<file path="src/rtl/uart_rx_ctrl_pkg.sv">
// Shared constants for the UART receive path: frame geometry and rx FSM encodings.
// Latency: n/a (constants only).
// Backpressure: n/a.
package uart_rx_ctrl_pkg;

  // Data bits per frame; sipo must be built with the same value.
  localparam int DEF_DATA_WIDTH = 8;

  // os_tick pulses per bit period; must be even and at least 4 so that
  // the mid-start-bit point OVERSAMPLE/2-1 is a real count.
  localparam int DEF_OVERSAMPLE = 16;

  // Receiver FSM encodings (kept numeric for older code that decodes them).
  localparam logic [2:0] IDLE       = 3'd0;
  localparam logic [2:0] START      = 3'd1;
  localparam logic [2:0] DATA       = 3'd2;
  localparam logic [2:0] STOP       = 3'd3;
  localparam logic [2:0] BREAK_WAIT = 3'd4;

endpackage

</file>
<file path="src/rtl/uart_rx_sync.sv">
// Two-flop synchronizer for an idle-high asynchronous line.
// Latency: 2 clk cycles from async_in to sync_out.
// Backpressure: none; samples every cycle.
module uart_rx_sync (
  input  logic clk,
  input  logic rst,
  input  logic async_in,
  output logic sync_out
);

  logic meta;

  // Both stages reset to 1 so a reset never looks like a falling edge.
  always_ff @(posedge clk) begin
    if (rst) begin
      meta     <= 1'b1;
      sync_out <= 1'b1;
    end else begin
      meta     <= async_in;
      sync_out <= meta;
    end
  end

endmodule

</file>
<file path="src/rtl/uart_rx_ctrl.sv">
// UART receive controller: finds start bit, strobes sipo once per data bit, checks stop bit.
// Latency: 2-cycle line synchronizer; shift/frame_done/frame_err one cycle after the deciding os_tick.
// Backpressure: none; the serial line cannot be stalled, all progress is paced by os_tick.
module uart_rx_ctrl
  import uart_rx_ctrl_pkg::*;
#(
  parameter int DATA_WIDTH = DEF_DATA_WIDTH,
  parameter int OVERSAMPLE = DEF_OVERSAMPLE
) (
  input  logic                            rx_clk,
  input  logic                            rst,
  input  logic                            rx_in,
  input  logic                            os_tick,
  output logic                            shift,
  output logic                            serial_bit,
  output logic                            frame_done,
  output logic                            frame_err,
  output logic                            busy,
  output logic [$clog2(DATA_WIDTH+1)-1:0] bit_idx
);

  localparam int TW = $clog2(OVERSAMPLE);
  localparam int BW = $clog2(DATA_WIDTH + 1);

  // Start bit is checked half a bit in; every later sample is a full bit apart.
  localparam logic [TW-1:0] MID_CNT  = TW'(OVERSAMPLE / 2 - 1);
  localparam logic [TW-1:0] LAST_CNT = TW'(OVERSAMPLE - 1);
  localparam logic [BW-1:0] LAST_BIT = BW'(DATA_WIDTH - 1);

  logic          rx_s;
  logic [2:0]    state;
  logic [TW-1:0] tick_cnt;

  uart_rx_sync u_sync (
    .clk      (rx_clk),
    .rst      (rst),
    .async_in (rx_in),
    .sync_out (rx_s)
  );

  assign busy = (state != IDLE);

  // Frame sequencer: state, oversample counter, bit counter and registered strobes.
  always_ff @(posedge rx_clk) begin
    if (rst) begin
      state      <= IDLE;
      tick_cnt   <= '0;
      bit_idx    <= '0;
      shift      <= 1'b0;
      serial_bit <= 1'b0;
      frame_done <= 1'b0;
      frame_err  <= 1'b0;
    end else begin
      // Strobes are single-cycle; they are only re-raised by a deciding tick below.
      shift      <= 1'b0;
      frame_done <= 1'b0;
      frame_err  <= 1'b0;

      if (os_tick) begin
        case (state)
          IDLE: begin
            // bit_idx keeps the last frame's count until a new start appears.
            if (!rx_s) begin
              state    <= START;
              tick_cnt <= '0;
              bit_idx  <= '0;
            end
          end

          START: begin
            if (tick_cnt == MID_CNT) begin
              tick_cnt <= '0;
              // A line that is high again at mid start bit was noise.
              state    <= rx_s ? IDLE : DATA;
            end else begin
              tick_cnt <= tick_cnt + 1'b1;
            end
          end

          DATA: begin
            if (tick_cnt == LAST_CNT) begin
              tick_cnt   <= '0;
              shift      <= 1'b1;
              serial_bit <= rx_s;
              bit_idx    <= bit_idx + 1'b1;
              if (bit_idx == LAST_BIT) begin
                state <= STOP;
              end
            end else begin
              tick_cnt <= tick_cnt + 1'b1;
            end
          end

          STOP: begin
            // Leaving at the stop-bit centre gives half a bit of margin
            // before a back-to-back start edge can arrive.
            if (tick_cnt == LAST_CNT) begin
              tick_cnt <= '0;
              if (rx_s) begin
                frame_done <= 1'b1;
                state      <= IDLE;
              end else begin
                frame_err <= 1'b1;
                state     <= BREAK_WAIT;
              end
            end else begin
              tick_cnt <= tick_cnt + 1'b1;
            end
          end

          BREAK_WAIT: begin
            // A held-low line must return high before another start is accepted.
            if (rx_s) begin
              state <= IDLE;
            end
          end

          default: begin
            state    <= IDLE;
            tick_cnt <= '0;
          end
        endcase
      end
    end
  end

endmodule
</file>
<file path="config.mk">
export PLATFORM = sky130hd
export DESIGN_NAME = uart_rx_ctrl
export DESIGN_NICKNAME = d
export VERILOG_FILES = /design/src/rtl/uart_rx_ctrl_pkg.sv /design/src/rtl/uart_rx_sync.sv /design/src/rtl/uart_rx_ctrl.sv
export SDC_FILE = /design/constraint.sdc
export NUM_CORES = 1
export LEC_CHECK = 0
export ABC_AREA = 1
export CAP_MARGIN = 20
export CORE_MARGIN = 4
export CORE_UTILIZATION = 30
export CTS_BUF_LIST = sky130_fd_sc_hd__clkbuf_8
export DETAILED_ROUTE_END_ITERATION = 7
export PLACE_DENSITY = 0.58
export SYNTH_ARGS = -nofsm -noshare
export SYNTH_HDL_FRONTEND = slang
export SYNTH_SLANG_ARGS = --single-unit
</file>
<file path="constraint.sdc">
create_clock -name rx_clk -period 1.35 [get_ports rx_clk]
set_input_delay 0.135 -clock rx_clk [delete_from_list [all_inputs] [get_ports rx_clk]]
set_output_delay 0.135 -clock rx_clk [all_outputs]
set_load 0.05 [all_outputs]
</file>
Yosys cells after proc, flatten, opt, wreduce, memory -nomap -nowiden
Index checks and enable logic that the tools add are counted.
{"block": "totals", "output_inout_bits": 9, "ff_bits": 17, "elab_cells": 57, "input_bits": 4}
{"block": "op_classes", "muxes": 18, "reduce_logical": 10, "addsub": 2, "eq_ne": 13, "n_bitwise": 5}
{"operator": "2-to-1 mux 3 bit", "n": 7}
{"operator": "2-to-1 mux 4 bit", "n": 4}
{"operator": "case mux 4 bit (4 select lines)", "n": 1}
{"operator": "case mux 3 bit (5 select lines)", "n": 1}
{"operator": "inequality test 2 bit (second input constant)", "n": 5}
{"operator": "adder 4 x 1 -> 4 bit (second input constant)", "n": 2}
{"operator": "== test 4 x 3 -> 1 bit (second input constant)", "n": 2}
{"operator": "case mux 4 bit (2 select lines)", "n": 1}
{"operator": "AND reduction 7 bit", "n": 1}
{"operator": "== test 3 x 2 -> 1 bit (second input constant)", "n": 2}
{"operator": "AND reduction 3 bit", "n": 2}
{"operator": "inverter 1 bit", "n": 5}
{"operator": "== test 4 bit (second input constant)", "n": 1}
{"operator": "AND reduction 4 bit", "n": 1}
{"operator": "OR reduction 4 bit", "n": 1}
{"operator": "== test 3 x 1 -> 1 bit (second input constant)", "n": 1}
{"operator": "== test 3 bit (second input constant)", "n": 1}
{"operator": "logical NOT 3 bit", "n": 1}
{"operator": "2-to-1 mux 1 bit", "n": 3}
{"operator": "nonzero test 3 bit", "n": 1}
{"operator": "OR reduction 3 bit", "n": 1}
{"operator": "2-to-1 mux 2 bit", "n": 1}
{"operator": "inequality test 2 x 1 -> 1 bit (second input constant)", "n": 1}
{"operator": "nonzero test 2 bit", "n": 1}
{"operator": "OR reduction 2 bit", "n": 1}

Longest topological paths before layout
Gate-level depths: netlist (run 1).
{"block": "logic_depth", "depth_word": 4, "depth_mapped": 11, "ltp_nobuf": 10}

Cells and area by module
Synthesis (run 1) repeated with hierarchy kept, for this count alone.
{"block": "unflattened", "hier_cells": 123, "area_unflattened_um2": 840.8}
{"module": "uart_rx_ctrl", "cells_each": 116, "area_per_inst_um2": 782.0, "instances": 1}
{"module": "uart_rx_sync", "cells_each": 7, "area_per_inst_um2": 58.8, "instances": 1}

Least setup slack after synthesis (run 1)
Ideal clock, no wire load.
{"block": "synth_timing", "kind": "register to register", "start": "register bit_idx[0]", "end": "register state[0]", "t_required_ns": 1.236, "path_stages_with_launch": 9, "n_path_buf": 0, "period_less_slack_ns": 1.569, "arrival_time_ns": 1.456, "path_slack_ns": -0.219, "setup_time_ns": 0.114, "cell_sequence": "dfxtp_1 -> ha_1 -> nand3_1 -> nand2_1 -> nand2_1 -> nor2_2 -> nand2_2 -> nor2_1 -> nor2_2"}
{"block": "synth_between", "elab_chain_cells": 3}
{"item": "start, declared", "line": "uart_rx_ctrl.sv:19", "text": "output logic [$clog2(DATA_WIDTH+1)-1:0] bit_idx"}
{"item": "start signal, assigned", "line": "uart_rx_ctrl.sv:85", "text": "bit_idx <= bit_idx + 1'b1;"}
{"item": "== test 4 x 3 -> 1 bit", "line": "uart_rx_ctrl.sv:86", "text": "if (bit_idx == LAST_BIT) begin"}
{"item": "inequality test 2 bit (no line)"}
{"item": "AND reduction 7 bit (no line)"}
{"item": "end signal, assigned", "line": "uart_rx_ctrl.sv:74", "text": "state <= rx_s ? IDLE : DATA;"}
{"item": "end, declared", "line": "uart_rx_ctrl.sv:31", "text": "logic [2:0] state;"}
Every way passes these cells.
A chain may end at the register's enable or synchronous reset.

Worst setup path in the final report (run 1)
{"block": "layout_timing", "start": "register state[2]", "end": "output busy"}
{"block": "layout_between", "elab_chain_cells": 1}
{"item": "nonzero test 3 bit", "line": "uart_rx_ctrl.sv:41", "text": "assign busy = (state != IDLE);"}
{"item": "end, declared", "line": "uart_rx_ctrl.sv:18", "text": "output logic busy,"}
Every way passes these cells.

==> Implementation_results.wiki, run 1 <==
{| class="wikitable"
! Metric !! Value
|-
| Status || complete, no violations
|-
| Net total in the final layout || about 160
|-
| Most common cell after layout, fill and taps aside || nand2_1
|-
| Required time worst endpoint || 1.22 ns
|-
| Yosys Warn Count || 0
|-
| Number of clock buffers inserted by TritonCTS || 3
|-
| Arrival time of the worst setup path || 1.18 ns
|-
| Total standard cell area after synthesis || 870 µm²
|-
| Instance count on the critical path || 4
|-
| Core Rows || 19
|-
| Final hold slack || 0.409 ns
|-
| DRT antenna net count || 0
|-
| Worst Min Path Start || u_sync.meta
|-
| Post-CTS clock slew at the launch and capture registers of the worst setup and hold paths || 0.07 ns
|-
| Cell type group with the largest total delay on the critical path || flip-flops
|-
| First-pass GRT wire length || 3480 µm
|-
| Worst reg-to-reg setup slack || 0.09 ns
|-
| Worst-case setup margin in the final layout || 0.0301 ns
|-
| Fin area || 1290 µm²
|-
| Final clock period utilization by the worst path || 97.8%
|-
| Number of maximum-capacitance violations || 0
|-
| Number of buffers inserted by hold repair at cts || 0
|-
| Mean Syn Cell Area || 7.01 µm²
|-
| Count of filler cells inserted in the layout || roughly 260
|-
| Pre-CTS setup slack || -0.0436 ns
|-
| Crit Path Max Fanout || 6
|-
| Aggregate global routing overflow || 0
|-
| Cell Chain, Critical Path || nor2_4 > buf_4 > nand2_1 > buf_12
|-
| Layout-stage area growth over the synthesis result || 48.8%
|-
| Commonest cells after routing, fill and taps aside || 26 x nand2_1, 16 x buf_4, 11 x nor2_1, 11 x nand3_1
|-
| Unrepaired setup endpoints after global routing || true
|-
| CTS tree || yes
|-
| Remaining max-slew budget at the tightest pin || 80.3%
|-
| Vias in the first global route || 841
|-
| Clock period minus final worst setup slack || 1.32 ns
|-
| Count of endpoints failing hold in the final timing report || 0
|-
| Largest net degree at the start of global routing || 10
|-
| Max-slew violation count || 0
|-
| Total Wirelength || roughly 2200 µm
|-
| Area of all sequential standard cells || 357 µm²
|-
| Library cells used by synthesis || 22
|-
| Final setup violation count || 0
|-
| Overall Global Routing Usage || about an eighth
|-
| Hold Path Sink || u_sync.sync_out
|-
| CTS root buffer || clkbuf_8
|-
| Vertical extent of the die || approximately 62 µm
|-
| Share of synthesized area occupied by flip-flops and latches || 39.1%
|-
| # H-tree levels || 1
|-
| Instance area after placement || between 1000 and 1500 µm²
|-
| Reg2reg end || bit_idx[3]
|-
| Area of the core || 2760 µm²
|-
| Measured slew at the worst slew-check pin || 0.295 ns
|-
| Starting Density || 31.5%
|-
| Crit Path Category || reg -> out
|-
| Vias || 873
|-
| Static Leak || 0.527 nW
|-
| Clock Skew || 0.00383 ns
|-
| DR vias/cell || 4.77
|-
| Horizontal extent of the die || around 62 µm
|-
| VDD IR-drop max || 0.866 mV
|-
| Summed negative setup slack over all endpoints || 0 ns
|-
| Longest individual stage delay on the worst path || 0.38 ns
|-
| Routability congestion estimate from global placement || 0.899
|-
| Clk sinks || 17
|-
| Timing startpoint of the critical path || state[2]
|-
| Number of iterations in the first detailed-routing pass || 4
|-
| Cell with the largest stage delay on the worst path || dfxtp_4
|-
| Hold Path Cell Cnt || 1
|-
| Fraction of layout instances using a drive strength above 1 || 39.5%
|-
| DRC violation total after the first TritonRoute iteration || 42
|-
| Power density over cell area || approximately 1700 nW/µm²
|-
| Worst Hold Class || reg -> reg
|-
| Wire length per cell after detailed routing || 11.9 µm
|-
| Endpoint kind of the worst setup timing path || output port
|-
| Clk_lat worst skew || 0.25 ns
|-
| Post-synthesis instance total || 124
|-
| Net count after synthesis || between 100 and 150
|-
| CP startpoint kind || flop
|-
| Power consumption || around 2.2 mW
|-
| Top-level I/O count || 13
|-
| Number of buffers and inverters on the critical path || 2
|-
| Drc violations || 0
|-
| Antenna Cells || 0
|-
| Dpl hpwl || roughly 1600 µm
|-
| Worst flop-to-flop path startpoint || state[2]
|-
| Antenna violations before repair || 0
|-
| FF+latch count, synth || 17
|-
| Achievable clock frequency || between 0.7 and 0.8 GHz
|-
| Max Root-Sink Buffers || 2
|-
| Depth of the worst register-to-register path || 8
|-
| Die area || 3820 µm²
|-
| Total of buffers placed on input and output ports || 12
|-
| Area occupied by multi-input gates || between 500 and 600 µm²
|}
## worst register-to-register path, delay by kind of cell (launching register included)
family           cells  cell delay [ns]
DFF                  1             0.38
and+or+nand+nor      8             0.78
## area by class of cell
class                      instances  area share, %
timing repair buffer              25           20.9
clock inverter                     1          0.290
tap                               31           3.00
sequential                        17           27.6
inverter                          12           3.48
clock buffer                       3           3.19
multi-input combinational         94           41.6
## repair_timing
| action | in CTS | in global routing |
|---|---|---|
| pin swaps | 1 | 7 |
| endpoints found under the hold margin | 0 | 0 |
| gates resized for setup | 2 | 21 |
| setup buffers | 0 | 5 |
| endpoints found under the setup margin | 3 | 10 |
| cloned | 0 | 0 |
## per-layer routing
layer	global-route usage, %	part of all wire (%)	vias up	routed length [µm]
met3	4.13	3.4	2	74
met2	20.0	51	15	1120
met5	0	0	-	0
met1	14.8	45	396	975
li1	-	-	460	-
met4	3.03	0.37	0	8
## metrics by stage
stage,utilization [%],cells
5_1_grt,46.9,183
2_1_floorplan,-,124
3_5_place_dp,41.2,174
6_report,46.9,183
4_1_cts,43.1,178
3_3_place_gp,41.2,174
## cells by family (layout without fill, tap and decap cells)
kind of cell | count (synthesis) | count (layout) | synth area share, %
adders and majority gates | 2 | 2 | 2.88
buffers and inverters | 13 | 41 | 6.47
AOI/OAI and AO/OA | 18 | 18 | 11.5
and+or+nand+nor | 74 | 74 | 40.0
DFF | 17 | 17 | 39.1
## worst max-delay path by stage
stage | endpoint | slack (ns)
after floorplan | state[0] | 0.006
after global placement | tick_cnt[2] | -0.03
after detailed placement | tick_cnt[2] | -0.04
after CTS | state[2] | 0.009
after global routing | bit_idx[3] | -0.03
final | busy | 0.03
## sequential cells by signal (all words and copies together) (netlist names)
name and flops:
frame_done 1, serial_bit 1, state 3, u_sync.meta 1, tick_cnt 4, u_sync.sync_out 1
shift 1, bit_idx 4, frame_err 1
## where the power goes
group,switching [mW],internal [mW],total (mW),leakage (nW)
sequential,0.0894,0.564,0.653,0.142
combinational,0.673,0.467,1.14,0.358
clock,0.165,0.201,0.366,0.0269
total,0.927,1.23,2.16,0.527
## synthesized netlist by cell type (all sizes together)
cell type  instances  area share [%]
a21oi             11             6.8
ha                 2             2.9
nand2             32              14
a211oi             1            0.86
nand3             15              10
nand4              2             1.4
nor3b              1            0.86
dfxtp             17              39
or2                2             1.4
inv               12             5.2
nor3               2             1.2
o21ai              6             3.9
nor2              20              10
buf                1             1.3
No activity file was read; power rests on OpenSTA's default activity.
==> run 2: changes to the inputs <==
CORE_UTILIZATION = 45   (was 30)
CTS_CLUSTER_SIZE = 25   (was not set)
PLACE_DENSITY = 0.78   (was 0.58)
==> run 2 against run 1 <==
Setup slack better by 0.029 ns; critical path depth is 4 higher; utilization is 23 points higher; maximum frequency is 2.2% higher; clock skew hardly changed; non-clock buffer count is 4 lower; count of clock-buffer cells in the layout stayed put; via count is 0.11% higher; total power is 5.0% lower; combinational power is 11% lower.
==> Implementation_results.wiki, run 2 (synthesis results as in run 1) <==
{| class="wikitable"
! Metric !! Value
|-
| Worst Min Path Start || u_sync.meta
|-
| Final clock period utilization by the worst path || 95.7% (-2.1 points)
|-
| Drc violations || 0 (unchanged)
|-
| Vias in the first global route || 772 (-8.2%)
|-
| Crit Path Max Fanout || 7 (+1)
|-
| Net total in the final layout || 155 (-2.5%)
|-
| Commonest cells after routing, fill and taps aside || 28 x nand2_1, 12 x buf_4, 11 x nor2_1, 11 x nand3_1
|-
| Achievable clock frequency || 0.774 GHz (+2.2%)
|-
| # H-tree levels || 1 (unchanged)
|-
| Total Wirelength || 2060 µm (-5.4%)
|-
| Area of the core || 1780 µm² (-35%)
|-
| Dpl hpwl || 1490 µm (-7.4%)
|-
| Most common cell after layout, fill and taps aside || nand2_1
|-
| Clk sinks || 17 (unchanged)
|-
| Overall Global Routing Usage || 15.9% (+3.9 points)
|-
| Post-CTS clock slew at the launch and capture registers of the worst setup and hold paths || 0.06 ns (about the same)
|-
| Routability congestion estimate from global placement || 0.892 (-0.80%)
|-
| Remaining max-slew budget at the tightest pin || 79.2% (-1.1 points)
|-
| Status || complete, no violations
|-
| Power density over cell area || 1650 nW/µm² (-1.1%)
|-
| Clock period minus final worst setup slack || 1.29 ns (-0.0286 ns)
|-
| Worst reg-to-reg setup slack || 0.06 ns (-0.03 ns)
|-
| Max Root-Sink Buffers || 2 (unchanged)
|-
| Fraction of layout instances using a drive strength above 1 || 37.2% (-2.3 points)
|-
| Static Leak || 0.505 nW (-4.2%)
|-
| Number of maximum-capacitance violations || 0 (unchanged)
|-
| Max-slew violation count || 0 (unchanged)
|-
| Summed negative setup slack over all endpoints || 0 ns (unchanged)
|-
| Placed Cells || 167 (-4.0%)
|-
| Vias || 874 (+0.11%)
|-
| Count of endpoints failing hold in the final timing report || 0 (unchanged)
|-
| CP startpoint kind || flop
|-
| VDD IR-drop max || 1.19 mV (+37%)
|-
| Hold Path Sink || u_sync.sync_out
|-
| Horizontal extent of the die || 52.0 µm (-16%)
|-
| Core Rows || 15 (-4)
|-
| Endpoint kind of the worst setup timing path || flop
|-
| Worst-case setup margin in the final layout || 0.0587 ns (+0.0286 ns)
|-
| Layout-stage area growth over the synthesis result || 42.9%
|-
| Pre-CTS setup slack || -0.0337 ns (+0.00991 ns)
|-
| Antenna Cells || 0 (unchanged)
|-
| Crit Path Category || reg -> reg
|-
| Finished Core Util || 69.7% (+23 points)
|-
| DRC violation total after the first TritonRoute iteration || 29 (-31%)
|-
| Number of clock buffers inserted by TritonCTS || 3 (unchanged)
|-
| Final setup violation count || 0 (unchanged)
|-
| First-pass GRT wire length || 3200 µm (-7.9%)
|-
| Cell Count, Final, Fillers Out || 173 (-5.5%)
|-
| Reg2reg end || bit_idx[3]
|-
| Clock Skew || 0.00371 ns (-0.000114 ns)
|-
| Starting Density || 48.8% (+17 points)
|-
| Required time worst endpoint || 1.49 ns (+0.27 ns)
|-
| Total of buffers placed on input and output ports || 12 (unchanged)
|-
| Antenna violations before repair || 0 (unchanged)
|-
| Largest net degree at the start of global routing || 11 (+1)
|-
| Worst flop-to-flop path startpoint || state[2]
|-
| Timing startpoint of the critical path || state[2]
|-
| Top-level I/O count || 13 (unchanged)
|-
| Vertical extent of the die || 52.0 µm (-16%)
|-
| CTS tree || yes
|-
| Hold Path Cell Cnt || 1 (unchanged)
|-
| DR vias/cell || 5.05 (+5.9%)
|-
| Aggregate global routing overflow || 0 (unchanged)
|-
| Die area || 2700 µm² (-29%)
|-
| CTS root buffer || clkbuf_8
|-
| Measured slew at the worst slew-check pin || 0.309 ns (+0.0143 ns)
|-
| Number of iterations in the first detailed-routing pass || 4 (unchanged)
|-
| Unrepaired setup endpoints after global routing || true
|-
| Depth of the worst register-to-register path || 8 (unchanged)
|-
| Clk_lat worst skew || 0.25 ns (about the same)
|-
| DRT antenna net count || 0 (unchanged)
|-
| Arrival time of the worst setup path || 1.43 ns (+0.25 ns)
|-
| Wire length per cell after detailed routing || 11.9 µm (about the same)
|-
| Largest regs || bit_idx: 4 flops, tick_cnt: 4 flops, state: 3 flops
|-
| Worst Hold Class || reg -> reg
|}
-- run 2: cell types whose count changed in the layout (fill, tap and decap cells not counted) --
cell      before  now
buf_4         16   12
nand2_1       26   28
nand2_2        6    4
clkinv_2       0    1
dfxtp_2        4    5
dfxtp_4        3    2
inv_1         10    9
nand3_2        3    4
nand3_4        1    0
o21ai_0        3    4
o21ai_1        2    1
-- run 2: layout make-up --
cell class,count,area (µm²)
tap,25,31.3
sequential,17,354
fill,125,541
clock buffer,3,41.3
multi-input combinational,94,526
inverter,12,45.0
clock inverter,1,5.00
timing repair buffer,21,240
-- run 2: stage by stage --
step | cell area, µm² | power (mW) | hold slack [ns]
finish | 1240 | 2.05 | 0.413
global route | 1240 | 2.18 | 0.432
CTS | 1180 | 2.01 | 0.417
detailed placement | 1120 | 1.62 | 0.399
global placement | 1120 | 1.62 | 0.393
floorplan | 877 | 1.32 | 0.188
-- run 2: metal layers --
metal | global-route usage, % | wire [µm]
met1 | 19.3 | 926
met2 | 26.4 | 1000
met3 | 6.02 | 110
met4 | 3.93 | 23
met5 | 0 | 0
-- run 2: repair_timing --
item / CTS / global route
pin swaps: 3 / 6
setup buffers: 0 / 2
setup endpoints to repair: 2 / 10
resized for setup: 2 / 16
hold buffers: 0 / 0
-- run 2: how the worst max path moves through the flow --
| stage | endpoint | depth (start not counted) |
|---|---|---|
| after floorplan | state[0] | 7 |
| after detailed placement | bit_idx[2] | 6 |
| after CTS | state[2] | 8 |
| final | bit_idx[3] | 8 |
| after global routing | state[2] | 9 |
| after global placement | tick_cnt[2] | 5 |
-- run 2: power by group --
group	switching (mW)	internal (mW)
logic	0.633	0.391
registers	0.0936	0.559
clock network	0.171	0.205
total	0.897	1.15
-- run 2: critical path, stage by stage, from the launching register on --
cell	delay, ns
dfxtp_2	0.37
nor2_4	0.18
nand2_2	0.12
nand2_1	0.09
nand3_2	0.15
nor2_1	0.12
nand2_1	0.05
nand2_1	0.06
nor2_1	0.03
==> run 3: changes to the inputs <==
ABC_CLOCK_PERIOD_IN_PS = 1350   (was not set)
SETUP_SLACK_MARGIN = 0.5   (was not set)
==> run 3 against run 2 <==
Non-clock buffer count increased by 12; largest power group unchanged; first-iteration DRC count decreased by 31%; total power increased by 34%; critical endpoint is now state[2]; setup slack got worse by 0.073 ns; critical path depth increased by 2; clock skew increased by 0.00096 ns; the run now ends with negative setup slack left.
==> Implementation_results.wiki, run 3 (synthesis results as in run 1) <==
{| class="wikitable"
! Metric !! Value
|-
| # H-tree levels || 1 (unchanged)
|-
| Post-CTS clock slew at the launch and capture registers of the worst setup and hold paths || 0.06 ns (about the same)
|-
| Final hold slack || 0.324 ns (-0.0893 ns)
|-
| CTS tree || yes
|-
| Starting Density || 48.8% (unchanged)
|-
| Violated checks || negative setup slack
|-
| Top-level I/O count || 13 (unchanged)
|-
| Measured slew at the worst slew-check pin || 0.343 ns (+0.0337 ns)
|-
| Placed Cells || 165 (-1.2%)
|-
| Dpl hpwl || 1550 µm (+4.0%)
|-
| Clk_lat worst skew || 0.25 ns (about the same)
|-
| DRC violation total after the first TritonRoute iteration || 20 (-31%)
|-
| Clock period minus final worst setup slack || 1.36 ns (+0.0730 ns)
|-
| Overall Global Routing Usage || 22.6% (+6.7 points)
|-
| Horizontal extent of the die || 52.0 µm (unchanged)
|-
| Count of endpoints failing hold in the final timing report || 0 (unchanged)
|-
| Antenna violations before repair || 0 (unchanged)
|-
| CTS root buffer || clkbuf_8
|-
| Max-slew violation count || 0 (unchanged)
|-
| Number of maximum-capacitance violations || 0 (unchanged)
|-
| Routability congestion estimate from global placement || 0.918 (+2.9%)
|-
| Total of buffers placed on input and output ports || 12 (unchanged)
|-
| Endpoint kind of the worst setup timing path || flop
|-
| Wire length per cell after detailed routing || 16.0 µm (+34%)
|-
| Instance area after placement || 1170 µm² (+4.7%)
|-
| Static Leak || 0.617 nW (+22%)
|-
| CP startpoint kind || flop
|-
| Pre-CTS setup slack || -0.0218 ns (+0.0119 ns)
|-
| VDD IR-drop max || 1.46 mV (+23%)
|-
| Total Wirelength || 2960 µm (+43%)
|-
| Max Root-Sink Buffers || 2 (unchanged)
|-
| Final clock period utilization by the worst path || 101% (+5.4 points)
|-
| Clk sinks || 17 (unchanged)
|-
| Fraction of layout instances using a drive strength above 1 || 64.4% (+27 points)
|-
| Cell Count, Final, Fillers Out || 185 (+6.9%)
|-
| Vertical extent of the die || 52.0 µm (unchanged)
|-
| Net total in the final layout || 167 (+7.7%)
|-
| Die area || 2700 µm² (unchanged)
|-
| Worst-case setup margin in the final layout || -0.0143 ns (-0.0730 ns)
|-
| Vias || 1,013 (+16%)
|-
| Vias in the first global route || 974 (+26%)
|-
| Drc violations || 0 (unchanged)
|-
| Fin area || 1550 µm² (+25%)
|-
| Aggregate global routing overflow || 0 (unchanged)
|-
| Unrepaired setup endpoints after global routing || true
|-
| DR vias/cell || 5.48 (+8.4%)
|-
| Antenna Cells || 0 (unchanged)
|-
| Crit Path Category || reg -> reg
|-
| Core Rows || 15 (unchanged)
|-
| Area of the core || 1780 µm² (unchanged)
|-
| Clock Skew || 0.00467 ns (+0.000960 ns)
|-
| Number of iterations in the first detailed-routing pass || 6 (+2)
|-
| Count of filler cells inserted in the layout || 79 (-37%)
|-
| Most common cell after layout, fill and taps aside || nand2_1
|-
| Remaining max-slew budget at the tightest pin || 77.1% (-2.0 points)
|-
| Final setup violation count || 1 (+1)
|-
| Worst Hold Class || in -> reg
|-
| Layout-stage area growth over the synthesis result || 78.3%
|-
| Number of clock buffers inserted by TritonCTS || 3 (unchanged)
|-
| Commonest cells after routing, fill and taps aside || 20 x nand2_1, 15 x buf_4, 11 x nor2_2
|-
| Status || finished with violations
|-
| Achievable clock frequency || 0.733 GHz (-5.4%)
|-
| Power consumption || 2.75 mW (+34%)
|-
| Crit Path Max Fanout || 5 (-2)
|-
| Required time worst endpoint || 1.53 ns (+0.04 ns)
|-
| Arrival time of the worst setup path || 1.54 ns (+0.11 ns)
|-
| First-pass GRT wire length || 4530 µm (+42%)
|-
| DRT antenna net count || 0 (unchanged)
|-
| Largest net degree at the start of global routing || 11 (unchanged)
|-
| Power density over cell area || 1780 nW/µm² (+7.6%)
|-
| Largest regs || bit_idx: 4 flops, tick_cnt: 4 flops, state: 3 flops
|}
run 3: cell type report:
type / count / area (µm²) / share of cell area, %
flip-flops and latches: 17 / 378 / 24.4
clock buffers: 3 / 41.3 / 2.66
multi-input cells: 94 / 663 / 42.8
well taps: 25 / 31.3 / 2.02
clock inverters: 1 / 5.00 / 0.323
inverters: 12 / 50.0 / 3.23
repair buffers: 33 / 382 / 24.6
run 3: metal layers:
| metal | GRT usage, % | up-vias | share of wire, % |
|---|---|---|---|
| met5 | 0 | - | 0 |
| met3 | 5.73 | 14 | 4.5 |
| met2 | 41.6 | 43 | 53 |
| li1 | - | 481 | - |
| met1 | 24.5 | 475 | 38 |
| met4 | 8.30 | 0 | 3.9 |
run 3: timing repair:
| item | 4_1_cts | 5_1_grt |
|---|---|---|
| setup endpoints to repair | 26 | 24 |
| resized for setup | 36 | 28 |
| setup buffers | 9 | 7 |
| hold buffers | 0 | 0 |
| pin swaps | 8 | 16 |
run 3: worst paths after layout:
check | endpoint | cells past startpoint | slack, ns | start
max | state[2] | 10 | -0.01 | state[0]
min | tick_cnt[1] | 3 | 0.32 | rst
max reg2reg | state[2] | 10 | -0.01 | state[0]
min reg2reg | u_sync.sync_out | 1 | 0.41 | u_sync.meta
run 3: critical path, stage by stage, from the launching register on:
cell,delay (ns)
dfxtp_2,0.42
inv_1,0.11
nand2_1,0.09
nor2_2,0.05
nand2_1,0.07
nand2_2,0.08
nor2_2,0.15
nand2_4,0.08
nand2_1,0.07
nand2_1,0.07
nor2_2,0.11
run 3: power breakdown:
part / switching (mW) / internal (mW) / leakage (nW) / total (mW)
sequential: 0.103 / 0.559 / 0.147 / 0.662
combinational: 0.974 / 0.750 / 0.445 / 1.72
clock: 0.164 / 0.204 / 0.0255 / 0.369
run 3: stage by stage:
stage | util [%] | setup TNS, ns
finish | 86.9 | -0.0143
global route | 86.9 | -0.192
CTS | 77.5 | 0
detailed placement | 65.9 | -0.0218
global placement | 65.9 | -0.00523
floorplan | - | 0
